[src/rtl/ifu_ibuf_pkg.sv]
// Shared widths for the IFU instruction buffer.
// An entry is {err, pc, instr}, packed MSB to LSB.
package ifu_ibuf_pkg;

    localparam int unsigned IBUF_AW = 32;
    localparam int unsigned IBUF_DW = 32;
    localparam int unsigned IBUF_EW = 1 + IBUF_AW + IBUF_DW;

    function automatic int unsigned ibuf_ew(input int unsigned aw, input int unsigned dw);
        return 1 + aw + dw;
    endfunction

endpackage

[src/rtl/ifu_ibuf_if.sv]
// Carries the fetch-response channel and the decode-side channel of the instruction buffer.
// The slave modport is the buffer's own view; master is the surrounding IFU and decode.
interface ifu_ibuf_if
    import ifu_ibuf_pkg::*;
#(
    parameter int unsigned AW = IBUF_AW,
    parameter int unsigned DW = IBUF_DW
);
    logic          i_rsp_valid;
    logic          o_rsp_ready;
    logic          i_rsp_err;
    logic [DW-1:0] i_rsp_instr;
    logic [AW-1:0] i_rsp_pc;

    logic          o_ir_valid;
    logic          i_ir_ready;
    logic [DW-1:0] o_ir_instr;
    logic [AW-1:0] o_ir_pc;
    logic          o_ir_err;

    modport slave (
        input  i_rsp_valid, i_rsp_err, i_rsp_instr, i_rsp_pc, i_ir_ready,
        output o_rsp_ready, o_ir_valid, o_ir_instr, o_ir_pc, o_ir_err
    );

    modport master (
        output i_rsp_valid, i_rsp_err, i_rsp_instr, i_rsp_pc, i_ir_ready,
        input  o_rsp_ready, o_ir_valid, o_ir_instr, o_ir_pc, o_ir_err
    );
endinterface

[src/rtl/ifu_ibuf_fifo_ram.sv]
// Register-array storage for the instruction buffer: one write port and one
// asynchronous read port. The contents are not reset; occupancy is tracked outside.
module ibuf_fifo_ram #(
    parameter int unsigned DEPTH = 4,
    parameter int unsigned W     = 65
) (
    input  logic                     clk,
    input  logic                     we_i,
    input  logic [$clog2(DEPTH)-1:0] waddr_i,
    input  logic [W-1:0]             wdata_i,
    input  logic [$clog2(DEPTH)-1:0] raddr_i,
    output logic [W-1:0]             rdata_o
);
    logic [W-1:0] mem_q [DEPTH];

    always_ff @(posedge clk) begin
        if (we_i) begin
            mem_q[waddr_i] <= wdata_i;
        end
    end

    assign rdata_o = mem_q[raddr_i];
endmodule

[src/rtl/ifu_ibuf.sv]
// Instruction buffer between the IFU fetch response and decode. A flush empties
// the buffer and opens a window that swallows wrong-path responses still in flight.
module ifu_ibuf
    import ifu_ibuf_pkg::*;
#(
    parameter int unsigned AW       = IBUF_AW,
    parameter int unsigned DW       = IBUF_DW,
    parameter int unsigned DEPTH    = 4,
    parameter int unsigned KILL_LAT = 1
) (
    input  logic                       clk,
    input  logic                       rst,
    input  logic                       i_flush,
    ifu_ibuf_if.slave                  bus,
    output logic [$clog2(DEPTH+1)-1:0] o_count
);
    localparam int unsigned EW = ibuf_ew(AW, DW);
    localparam int unsigned PW = $clog2(DEPTH);
    localparam int unsigned CW = $clog2(DEPTH + 1);
    localparam int unsigned KW = 3;

    logic [PW-1:0] wr_ptr_q, wr_ptr_d;
    logic [PW-1:0] rd_ptr_q, rd_ptr_d;
    logic [CW-1:0] count_q, count_d;
    logic [KW-1:0] kill_q, kill_d;

    logic          push;
    logic          pop;
    logic          not_empty;
    logic [EW-1:0] wdata;
    logic [EW-1:0] rdata;

    assign not_empty       = (count_q != '0);
    assign bus.o_rsp_ready = (count_q != CW'(DEPTH)) | (kill_q != '0);
    assign bus.o_ir_valid  = not_empty;

    assign push = bus.i_rsp_valid & bus.o_rsp_ready & ~i_flush & (kill_q == '0);
    assign pop  = not_empty & bus.i_ir_ready & ~i_flush;

    assign wdata = {bus.i_rsp_err, bus.i_rsp_pc, bus.i_rsp_instr};

    ibuf_fifo_ram #(
        .DEPTH (DEPTH),
        .W     (EW)
    ) u_ram (
        .clk     (clk),
        .we_i    (push & ~rst),
        .waddr_i (wr_ptr_q),
        .wdata_i (wdata),
        .raddr_i (rd_ptr_q),
        .rdata_o (rdata)
    );

    // Head fields are forced to zero while empty so stale storage never leaks out.
    assign bus.o_ir_instr = not_empty ? rdata[DW-1:0]     : '0;
    assign bus.o_ir_pc    = not_empty ? rdata[DW+AW-1:DW] : '0;
    assign bus.o_ir_err   = not_empty ? rdata[EW-1]       : 1'b0;
    assign o_count        = count_q;

    always_comb begin
        wr_ptr_d = wr_ptr_q;
        rd_ptr_d = rd_ptr_q;
        count_d  = count_q;
        kill_d   = kill_q;

        if (kill_q != '0) begin
            kill_d = kill_q - KW'(1);
        end

        if (i_flush) begin
            rd_ptr_d = wr_ptr_q;
            count_d  = '0;
            kill_d   = KW'(KILL_LAT);
        end else begin
            if (push) begin
                wr_ptr_d = wr_ptr_q + PW'(1);
            end
            if (pop) begin
                rd_ptr_d = rd_ptr_q + PW'(1);
            end
            case ({push, pop})
                2'b10:   count_d = count_q + CW'(1);
                2'b01:   count_d = count_q - CW'(1);
                default: count_d = count_q;
            endcase
        end
    end

    always_ff @(posedge clk) begin
        if (rst) begin
            wr_ptr_q <= '0;
            rd_ptr_q <= '0;
            count_q  <= '0;
            kill_q   <= '0;
        end else begin
            wr_ptr_q <= wr_ptr_d;
            rd_ptr_q <= rd_ptr_d;
            count_q  <= count_d;
            kill_q   <= kill_d;
        end
    end
endmodule
[src/flat_wrapper.sv]
// flat-port wrapper written by rule: the top's interface ports become plain ports
module ifu_ibuf_flat import ifu_ibuf_pkg::*;
#(
    parameter int unsigned AW       = IBUF_AW,
    parameter int unsigned DW       = IBUF_DW,
    parameter int unsigned DEPTH    = 4,
    parameter int unsigned KILL_LAT = 1
)
  (clk, rst, i_flush, o_count, bus_i_rsp_valid, bus_i_rsp_err, bus_i_rsp_instr, bus_i_rsp_pc, bus_i_ir_ready, bus_o_rsp_ready, bus_o_ir_valid, bus_o_ir_instr, bus_o_ir_pc, bus_o_ir_err);
  ifu_ibuf_if #(.AW(AW), .DW(DW)) bus_i ();
  input  logic clk;
  input  logic rst;
  input  logic i_flush;
  output logic [$clog2(DEPTH+1)-1:0] o_count;
  input wire logic [$bits(bus_i.i_rsp_valid)-1:0] bus_i_rsp_valid;
  input wire logic [$bits(bus_i.i_rsp_err)-1:0] bus_i_rsp_err;
  input wire logic [$bits(bus_i.i_rsp_instr)-1:0] bus_i_rsp_instr;
  input wire logic [$bits(bus_i.i_rsp_pc)-1:0] bus_i_rsp_pc;
  input wire logic [$bits(bus_i.i_ir_ready)-1:0] bus_i_ir_ready;
  output wire logic [$bits(bus_i.o_rsp_ready)-1:0] bus_o_rsp_ready;
  output wire logic [$bits(bus_i.o_ir_valid)-1:0] bus_o_ir_valid;
  output wire logic [$bits(bus_i.o_ir_instr)-1:0] bus_o_ir_instr;
  output wire logic [$bits(bus_i.o_ir_pc)-1:0] bus_o_ir_pc;
  output wire logic [$bits(bus_i.o_ir_err)-1:0] bus_o_ir_err;
  assign bus_i.i_rsp_valid = bus_i_rsp_valid;
  assign bus_i.i_rsp_err = bus_i_rsp_err;
  assign bus_i.i_rsp_instr = bus_i_rsp_instr;
  assign bus_i.i_rsp_pc = bus_i_rsp_pc;
  assign bus_i.i_ir_ready = bus_i_ir_ready;
  assign bus_o_rsp_ready = bus_i.o_rsp_ready;
  assign bus_o_ir_valid = bus_i.o_ir_valid;
  assign bus_o_ir_instr = bus_i.o_ir_instr;
  assign bus_o_ir_pc = bus_i.o_ir_pc;
  assign bus_o_ir_err = bus_i.o_ir_err;
  ifu_ibuf #(.AW(AW), .DW(DW), .DEPTH(DEPTH), .KILL_LAT(KILL_LAT)) u_core (.clk(clk), .rst(rst), .i_flush(i_flush), .bus(bus_i), .o_count(o_count));
endmodule
[config.mk]
export PLATFORM = sky130hd
export DESIGN_NAME = ifu_ibuf_flat
export DESIGN_NICKNAME = d
export VERILOG_FILES = /design/src/rtl/ifu_ibuf_pkg.sv /design/src/rtl/ifu_ibuf_if.sv /design/src/rtl/ifu_ibuf_fifo_ram.sv /design/src/rtl/ifu_ibuf.sv /design/src/flat_wrapper.sv
export SDC_FILE = /design/constraint.sdc
export NUM_CORES = 1
export LEC_CHECK = 0
export CORE_UTILIZATION = 40
export CTS_BUF_LIST = sky130_fd_sc_hd__clkbuf_8
export DETAILED_ROUTE_END_ITERATION = 6
export GPL_ROUTABILITY_DRIVEN = 0
export GPL_TIMING_DRIVEN = 1
export PLACE_DENSITY = 0.72
export SLEW_MARGIN = 25
export SYNTH_ARGS = -nofsm -noshare
export SYNTH_HDL_FRONTEND = slang
export SYNTH_SLANG_ARGS = --single-unit
[constraint.sdc]
create_clock -name clk -period 8.3 [get_ports clk]
set_input_delay 1.66 -clock clk [delete_from_list [all_inputs] [get_ports clk]]
set_output_delay 1.66 -clock clk [all_outputs]
set_load 0.01 [all_outputs]
==> reports/summary.txt <==
combinational share of power: 0.059
Gate Count Post-Synth: 482
Lkg Pwr: 4.194 nW
maximum fanout along the worst path: 35
n_diodes: 0
share of cells above drive strength 1: 0.2067
postcts setup bufs: 0
XOR/XNOR Fraction of Synth Area: 0.004175
CTS tree: built
overall die area: 26880 µm²
Synth Register Bits: 272
slowest CP cell: dfxtp_4
DR vias: 5156
DRC viols: 0
pwr dens: 212.2 nW/µm²
post-synthesis mux area share: 0.1425
Via density: 5.070
post_cts resized: 0
outcome: finished clean
Compound-Gate Fraction of Synth Area: 0.006918
worst-margin pin slew: 1.017 ns
hold_buf cts: 0
GR Overflow Total: 0
sequential area share after synthesis: 0.7672
Post-Syn Nets: 560
cell family with most CP delay: buffers and inverters
Sw Share: 0.2083
crit end category: output port
crit-path cells: buf_4 -> mux4_2 -> and2_1 -> clkdlybuf4s50_1
Final Hold Viols: 0
Startpoint Class: flip-flop
Port Buffers: 139
Core Footprint: 25470 µm²
Worst VDD drop: 0.0001110 V
FMAX: 203.3 MHz
vias in the first global route: 5771
post-route cell area: 13090 µm²
initial antenna violation count: 0
kind of critical path: reg -> out
Setup TNS: 0 ns
P_sw: 578.5 µW
first-pass GRT wire length: 31.40 mm
sequential group share of total power: 0.554
largest net degree at the start of global routing: 67
WL/cell: 20.12 µm
Overall Global Routing Usage: 0.1564
num rows: 58
Clock Path Buffers: 3
CTS buffer count: 44
fin. max-slew vios: 0
Layout Skew: 0.01378 ns
H-tree depth: 2
Post-DRT Antenna Nets: 0
min Tclk post-route: 4.919 ns
part of the cycle the worst path needs: 0.5927
CP arrival: 3.26 ns
Die Height: 163.9 µm
Critical Path Max Stage Delay: 0.76 ns
final setup fails: 0
WP data required: 6.64 ns
Slew headroom: 0.3220
Ys Warns: 0
RSZ-0062 raised after global routing: no
clock sinks: 272
CP bufs+invs: 2
fraction of the mapped netlist area in simple logic gates: 0.05236
Initial DRC Count: 314
Synth Area in Adders: 0.01026
Worst-Skew Late Latency: 0.53 ns
Final nets: 730
HPWL Detailed: 11.82 mm
clock-pin transition on the worst setup and hold timing paths: 0.06 ns
Area Growth Syn to Fin: 24.80%
Netlist cell types: 30
Detailed Route WL: 20.46 mm
Die W: 163.9 µm
HP Class: reg -> reg
internal power: 2.199 mW
IO Pins: 140
largest family of logic cells by synthesized area: multiplexers
Area after DPL: 12250 µm²
drt first pass iters: 4
Mapped Area: 10490 µm²
clock power share: 0.387
Avg Inst Size Synth: 21.76 µm²
max cap viols: 0
CTS root buf: clkbuf_8
effective utilization at floorplan: 0.4118
-- cell usage in the layout (no fill, tap or decap), types with 3 or more instances in the layout --
cell type / instances
xor2_1: 4
clkinv_1: 7
buf_4: 8
clkbuf_8: 50
nor3b_2: 5
nand2b_1: 3
nor3_1: 3
clkinv_2: 5
a21oi_1: 4
mux4_2: 65
clkdlybuf4s50_1: 139
and2_1: 65
inv_1: 24
nor2_1: 6
ha_1: 7
dfxtp_1: 10
edfxtp_1: 260
-- stage by stage --
stage	utilization	power (mW)	cells	hold WS (ns)	worst slack [ns]
final	0.5140	2.778	1017	0.5323	3.381
after floorplan	-	1.652	482	0.4758	0.6048
after global routing	0.5140	2.890	1017	0.5790	3.081
after global placement	0.4806	1.725	936	0.4884	3.827
after detailed placement	0.4808	1.734	936	0.5308	3.801
after CTS	0.5140	2.815	1017	0.5411	3.225
-- final timing paths --
path | to | slack [ns] | depth (start not counted) | start
min | u_core.wr_ptr_q[1] | 0.53 | 2 | u_core.wr_ptr_q[1]
min reg2reg | u_core.wr_ptr_q[1] | 0.53 | 2 | u_core.wr_ptr_q[1]
max | bus_o_ir_pc[15] | 3.38 | 4 | flip-flop
max reg2reg | u_core.u_ram.mem_q[2][9] | 5.61 | 7 | u_core.kill_q[0]
-- logic make-up after synthesis --
group	Yosys count
DFF	272
buffers and inverters	32
adders and majority gates	8
AOI/OAI and AO/OA	11
xor gates and xnor gates	5
muxes	68
and+or+nand+nor	86
-- state kept, by name, indices dropped and copies added, names as in the netlist, named ones only --
register / count
u_core.kill_q: 3
u_core.o_count: 3
u_core.wr_ptr_q: 2
u_core.rd_ptr_q: 2
u_core.u_ram.mem_q: 260
-- layer usage --
metal	vias to the layer above	track usage	wire, µm
met5	-	0	0
met4	0	0.04714	286
met3	27	0.03687	1181
met2	155	0.2673	10430
met1	2683	0.1977	8565
li1	2291	-	-
-- cell type report --
class                           instances  area (µm²)
Timing Repair Buffer                  147        1451
Fill cell                            2029       12380
Clock buffer                           50       688.2
Inverter                                9       33.78
Clock inverter                         31       156.4
Sequential cell                       272        8055
Tap cell                              330       412.9
Multi-Input combinational cell        178        2293
-- synth_stat cells --
library cell / n / area [µm²]
nor3b_1: 4 / 30.03
inv_2: 1 / 3.750
nor3b_2: 1 / 12.51
and2_1: 65 / 406.6
or3_1: 2 / 12.51
dfxtp_1: 12 / 240.2
o21ai_0: 1 / 5.000
fa_1: 1 / 20.02
o31ai_1: 1 / 7.510
xnor2_1: 1 / 8.760
inv_1: 8 / 30.03
clkbuf_1: 10 / 37.54
nor4b_4: 1 / 23.77
buf_6: 6 / 67.56
nand2b_1: 3 / 18.77
buf_2: 7 / 35.03
mux2i_1: 2 / 20.02
ha_1: 7 / 87.58
nor2_1: 6 / 22.52
mux4_2: 65 / 1464
nor3_1: 3 / 15.01
nand3b_1: 1 / 7.510
mux2_2: 1 / 11.26
a211oi_1: 1 / 7.510
a21o_1: 2 / 15.01
edfxtp_1: 260 / 7807
o311ai_0: 1 / 8.760
xor2_1: 4 / 35.03
a2111oi_0: 1 / 8.760
a21oi_1: 4 / 20.02
-- worst register-to-register path, stage by stage, from the launching register on --
cell and delay [ns]:
dfxtp_1 0.32, inv_1 0.08, ha_1 0.20, nand2b_1 0.16, nor4b_4 0.35, inv_2 0.15
nor3b_2 0.19, buf_4 0.80
-- power groups by stage --
stage | Combinational [mW] | Clock, mW | Sequential (mW)
2_1_floorplan | 0.0957 | 0 | 1.56
3_3_place_gp | 0.158 | 0 | 1.57
3_5_place_dp | 0.165 | 0 | 1.57
4_1_cts | 0.166 | 1.11 | 1.54
5_1_grt | 0.177 | 1.17 | 1.54
6_report | 0.164 | 1.08 | 1.54
Power figures use the tool's default switching activity.
==> RTL edit 1, RTL diff (config.mk and constraints unchanged) <==
Reset style: asynchronous (`rst`), changed in one clocked block.
--- a/src/rtl/ifu_ibuf.sv
+++ b/src/rtl/ifu_ibuf.sv
@@ -86,7 +86,7 @@
         end
     end
 
-    always_ff @(posedge clk) begin
+    always_ff @(posedge clk or posedge rst) begin
         if (rst) begin
             wr_ptr_q <= '0;
             rd_ptr_q <= '0;
Check against the original RTL: differs if rst is asserted again (counterexample within 4 cycles, from zero or initial values and one cycle with rst high); with rst held inactive, the same outputs for 4 cycles.
==> RTL edit 1 against the unedited design <==
Critical path depth is the same. Synthesized area increased by 0.60%. Cell area about the same. Sequential cell count is 2 lower. Die area rose by 0.59%. Via count rose by 1.1%. Global-route usage down 0.65 points. Worst setup slack got worse by 100 ps. Non-clock buffer count decreased by 3. Wire length fell by 3.6%. Critical path type unchanged. Highest routed layer unchanged.
Power is not compared: it rests on default switching activity, and its combinational part moved more than twofold at a synthesized area within 25%.
==> RTL edit 1: results (changes against the unedited design) <==
| Metric | Value |
|---|---|
| Routed WL per cell | 19.3 um (-3.9%) |
| Critical-path maximum fanout | 36 (+2.9%) |
| Layout cell share with drive strength beyond 1 | 18.9% (-1.8 points) |
| Met3 Use GR | 3.57% (-0.12 points) |
| H-Tree Depth | 2 (unchanged) |
| Run status | finished clean |
| Post-synthesis adder-cell area fraction | 0.901% (-0.12 points) |
| Critical Path AT | 3360 ps (+100 ps) |
| Place WS | 3680 ps (-117 ps) |
| Mux share of post-synthesis cell area | 13.9% (-0.38 points) |
| Post-Syn Nets | 571 (+2.0%) |
| Met2 Usage GRT | 25.8% (-0.94 points) |
| NumNets Final | 735 (+0.68%) |
| Relative slew slack | 32.1% (-0.12 points) |
| Vias in the first global route | 5739 (-0.55%) |
| Critical-path cell with the highest stage delay | dfrtp_4 |
| Post-synth top cells | 260 x edfxtp_1, 65 x and2_1, 65 x mux4_2, 11 x clkbuf_1 |
| Setup Skew | 12.7 ps (-1.06 ps) |
| Async SR Flop Fraction | 3.70% (+3.7 points) |
| Drt via density | 5.11 (+0.79%) |
| Slowest stage delay, CP | 860 ps (+100 ps) |
| Post-synthesis compound-gate area fraction | 1.14% (+0.45 points) |
| GR Layer Usage met1 | 18.4% (-1.4 points) |
| First DRT Iteration DRCs | 228 (-27%) |
| Post-Synth XOR/XNOR Area | 0.415% (-0.0025 points) |
| Antenna violations before repair | 1 (+1) |
| Main area contributors after synthesis | edfxtp_1 74%, mux4_2 14%, and2_1 3.9% |
| Pin count of the biggest net entering global routing | 70 (+4.5%) |
| First-pass GRT wire length | 30500 um (-2.8%) |
| Post-synthesis sequential area ratio | 76.4% (-0.36 points) |
| Total global-route track usage | 15.0% (-0.65 points) |
RTL edit 1: cell types whose count changed in the layout (fill, tap and decap cells not counted), sizes merged, moves of 3 or more:
cell | before | now
dfxtp | 12 | 0
dfrtp | 0 | 10
nand2 | 0 | 9
clkbuf | 50 | 45
nor3b | 5 | 0
and3 | 0 | 4
inv | 25 | 21
buf | 8 | 5
nand2b | 3 | 0
RTL edit 1: final cells by class:
cell class | count | area [sq um]
Antenna cell | 1 | 2.50
Clock inverter | 27 | 159
Timing Repair Buffer | 144 | 1490
Inverter | 10 | 40.0
Tap cell | 335 | 419
Clock buffer | 45 | 619
Multi-Input combinational cell | 188 | 2290
Sequential cell | 270 | 8070
Fill cell | 2112 | 12900
RTL edit 1: worst paths after layout:
| check | startpoint | end | slack (ps) | cells past startpoint |
|---|---|---|---|---|
| min in group asynchronous | rst | u_core.o_count[1] | 1470 | 2 |
| hold / removal | u_core.kill_q[0] | u_core.kill_q[0] | 530 | 2 |
| max in group asynchronous | rst | u_core.rd_ptr_q[0] | 6450 | 2 |
| hold reg to reg | u_core.kill_q[0] | u_core.kill_q[0] | 530 | 2 |
| setup reg to reg | u_core.kill_q[1] | u_core.o_count[2] | 5060 | 11 |
| setup / recovery | u_core.rd_ptr_q[0] | bus_o_ir_pc[2] | 3280 | 4 |
RTL edit 1: through the flow:
| step | power (mW) | hold slack (ps) | instances | area [sq um] | util (%) |
|---|---|---|---|---|---|
| floorplan | 2.09 | 480 | 494 | 10600 | - |
| global placement | 2.27 | 495 | 943 | 12200 | 47.0 |
| detailed placement | 2.30 | 523 | 943 | 12200 | 47.0 |
| CTS | 3.33 | 536 | 1015 | 13000 | 50.0 |
| global route | 3.44 | 586 | 1020 | 13100 | 50.3 |
| finish | 3.29 | 533 | 1020 | 13100 | 50.3 |
RTL edit 1: power groups by stage:
stage / clock, mW / sequential (mW) / combinational (mW)
2_1_floorplan: 0 / 1.58 / 0.509
3_3_place_gp: 0 / 1.68 / 0.589
3_5_place_dp: 0 / 1.69 / 0.608
4_1_cts: 1.06 / 1.66 / 0.610
5_1_grt: 1.12 / 1.67 / 0.655
6_report: 1.03 / 1.65 / 0.600
RTL edit 1: cell families after synthesis:
group,count (synthesis)
flops,270
simple gates,93
mux,65
buf+inv,36
compound gates,18
fa+ha+maj,7
xor+xnor,5
RTL edit 1: layer usage:
layer  part of all wire, %  vias to the layer above
li1                      -                     2317
met1                    41                     2697
met2                    51                      159
met3                   5.4                       39
met4                   2.4                        0
met5                     0                        -
RTL edit 1: tightest hold or removal path, cell delays in order (launching register included):
cell and delay, ps:
dfrtp_1 370, xor2_1 70, nand2_1 60
==> RTL edit 2, RTL diff (same flow settings) <==
Without the edit above. `KW`: 3 -> 2.
--- a/src/rtl/ifu_ibuf.sv
+++ b/src/rtl/ifu_ibuf.sv
@@ -17,7 +17,7 @@
     localparam int unsigned EW = ibuf_ew(AW, DW);
     localparam int unsigned PW = $clog2(DEPTH);
     localparam int unsigned CW = $clog2(DEPTH + 1);
-    localparam int unsigned KW = 3;
+    localparam int unsigned KW = 2;
 
     logic [PW-1:0] wr_ptr_q, wr_ptr_d;
     logic [PW-1:0] rd_ptr_q, rd_ptr_d;
Check against the original RTL: no difference found for any inputs over 4 cycles, from zero or initial values and one cycle with rst high; that may be too few to reach the edited logic, so the function may still have changed.
==> RTL edit 2 against the unedited design <==
Global-route usage fell by 0.51 points. Synthesized area fell by 0.73%. Sequential cell count fell by 1. Worst setup slack improved by 10 ps. Die area fell by 0.72%. Wire length fell by 4.0%. Clock power rose by 5%. Synthesized cell count fell by 0.83%. Cell area fell by 0.20%. Power rose by 1.6%. Critical path type unchanged. Largest cell class unchanged.
==> RTL edit 2: results (changes against the unedited design) <==
| Metric | Value |
|---|---|
| Run status | finished clean |
| Critical-path maximum fanout | 44 (+26%) |
| CTS Buf Count | 44 (unchanged) |
| Critical-path cell with the highest stage delay | buf_4 |
| Largest register by flop count | u_core.u_ram.mem_q |
| Post-synth EDFFs | 260 (unchanged) |
| Total global-route track usage | 15.1% (-0.51 points) |
| Drt via density | 5.01 (-1.1%) |
| Detailed placement HPWL | 11600 um (-1.9%) |
| Stages on the worst setup path | 4 (unchanged) |
| Main area contributors after synthesis | edfxtp_1 75%, mux4_2 14%, and2_1 3.9% |
| Port bufs | 139 (unchanged) |
| Deepest clock path buffer count | 3 (unchanged) |
| LEAKAGE | 4.17 nW (-0.57%) |
| First DRT Iteration DRCs | 261 (-17%) |
| Post-synthesis sequential area ratio | 77.1% (+0.37 points) |
| Final Hold Fails | 0 (unchanged) |
| Hold path depth | 2 (unchanged) |
| # Post-CTS Setup Buffers | 0 (unchanged) |
| Reg clk slew, reported paths | 60 ps (about the same) |
| Async SR Flop Fraction | 0% (unchanged) |
| Pin count of the biggest net entering global routing | 67 (unchanged) |
| Register-to-Register Path Depth | 11 (+4) |
| Layout cell share with drive strength beyond 1 | 20.6% (-0.11 points) |
| Post-Syn Nets | 555 (-0.89%) |
| Max FFs per register | 260 (unchanged) |
| Yosys warns | 0 (unchanged) |
| Antenna violations before repair | 1 (+1) |
| Routed WL per cell | 19.4 um (-3.4%) |
| VDD IR max | 0.153 mV (+38%) |
| Sw Share | 19.9% (-0.95 points) |
| Place WS | 3790 ps (-8.96 ps) |
| Min-delay worst type | register to register |
| Post-synth top cells | 260 x edfxtp_1, 65 x and2_1, 65 x mux4_2, 11 x dfxtp_1, 10 x clkbuf_1 |
| Post-CTS sizing | 0 (unchanged) |
| NumNets Final | 727 (-0.41%) |
| N_diodes | 0 (unchanged) |
| Slowest stage delay, CP | 790 ps (+30 ps) |
| Iteration count of the initial detailed-routing pass | 5 (+1) |
| Vias in the first global route | 5593 (-3.1%) |
| Setup Total Neg Slack | 0 ps (unchanged) |
| First-pass GRT wire length | 30200 um (-3.8%) |
| H-Tree Depth | 2 (unchanged) |
| Skew-Pair Late Insertion Delay | 520 ps |
| Worst Max-Slew Pin Slew | 966 ps (-50.5 ps) |
| Netlist cell types | 28 (-6.7%) |
| Top_reg_cell synth | edfxtp_1 |
| Clock root buffer | clkbuf_8 |
| Worst path top cell family by delay | buffers and inverters |
| Setup Skew | 10.8 ps (-3.02 ps) |
| Critical Path AT | 3250 ps (about the same) |
==> RTL edit 2: worst reg2reg max path: stages (launching register included) <==
cell and delay (ps):
dfxtp_1 320, inv_1 70, ha_1 260, nand2_1 90, a211oi_2 380, inv_1 230
ha_1 280, inv_1 70, fa_1 170, xor2_1 70, or3_1 300, a211oi_1 230
==> RTL edit 2: final timing paths <==
path,start,endpoint,slack [ps]
setup / recovery,register,bus_o_ir_pc[8],3390
hold / removal,u_core.wr_ptr_q[1],u_core.wr_ptr_q[1],540
setup reg to reg,u_core.kill_q[0],u_core.o_count[2],5710
hold reg to reg,u_core.wr_ptr_q[1],u_core.wr_ptr_q[1],540
==> RTL edit 2: layout make-up <==
cell class	count	area, sq um
multi-input combinational	176	2240
tap	330	413
clock buffer	48	661
inverter	8	30.0
clock inverter	29	219
sequential	271	8040
timing repair buffer	149	1470
fill	2002	12300
==> RTL edit 2: cell families (layout without fill, tap and decap cells) <==
family / after synthesis / after routing / synth area share [%]
XOR/XNOR: 5 / 5 / 0.421
buffers and inverters: 31 / 234 / 1.63
flip-flops: 271 / 271 / 77.1
adder cells (fa/ha/maj): 7 / 7 / 0.913
AND/OR/NAND/NOR: 86 / 86 / 4.95
AO/OA/AOI/OAI: 11 / 11 / 0.733
multiplexers: 67 / 67 / 14.3
==> RTL edit 2: power by group through the flow <==
stage          clock network, mW  logic, mW  registers [mW]
4_1_cts                     1.17      0.161            1.53
2_1_floorplan                  0     0.0900            1.55
3_5_place_dp                   0      0.160            1.56
6_report                    1.13      0.157            1.53
3_3_place_gp                   0      0.154            1.56
5_1_grt                     1.23      0.171            1.53
==> RTL edit 2: layer usage <==
layer / track usage [%] / vias up / wire length (um)
li1: - / 2276 / -
met1: 19.4 / 2592 / 8580
met2: 25.2 / 158 / 9640
met3: 3.63 / 43 / 1010
met4: 5.10 / 0 / 418
met5: 0 / - / 0
==> RTL edit 2: per-stage QoR <==
stage          std cells  power, mW  util, %  area (sq um)
4_1_cts             1011       2.86     51.6         13100
6_report            1011       2.82     51.6         13100
3_3_place_gp         934       1.71     48.1         12200
5_1_grt             1011       2.93     51.6         13100
3_5_place_dp         934       1.72     48.1         12200
2_1_floorplan        478       1.64        -         10400
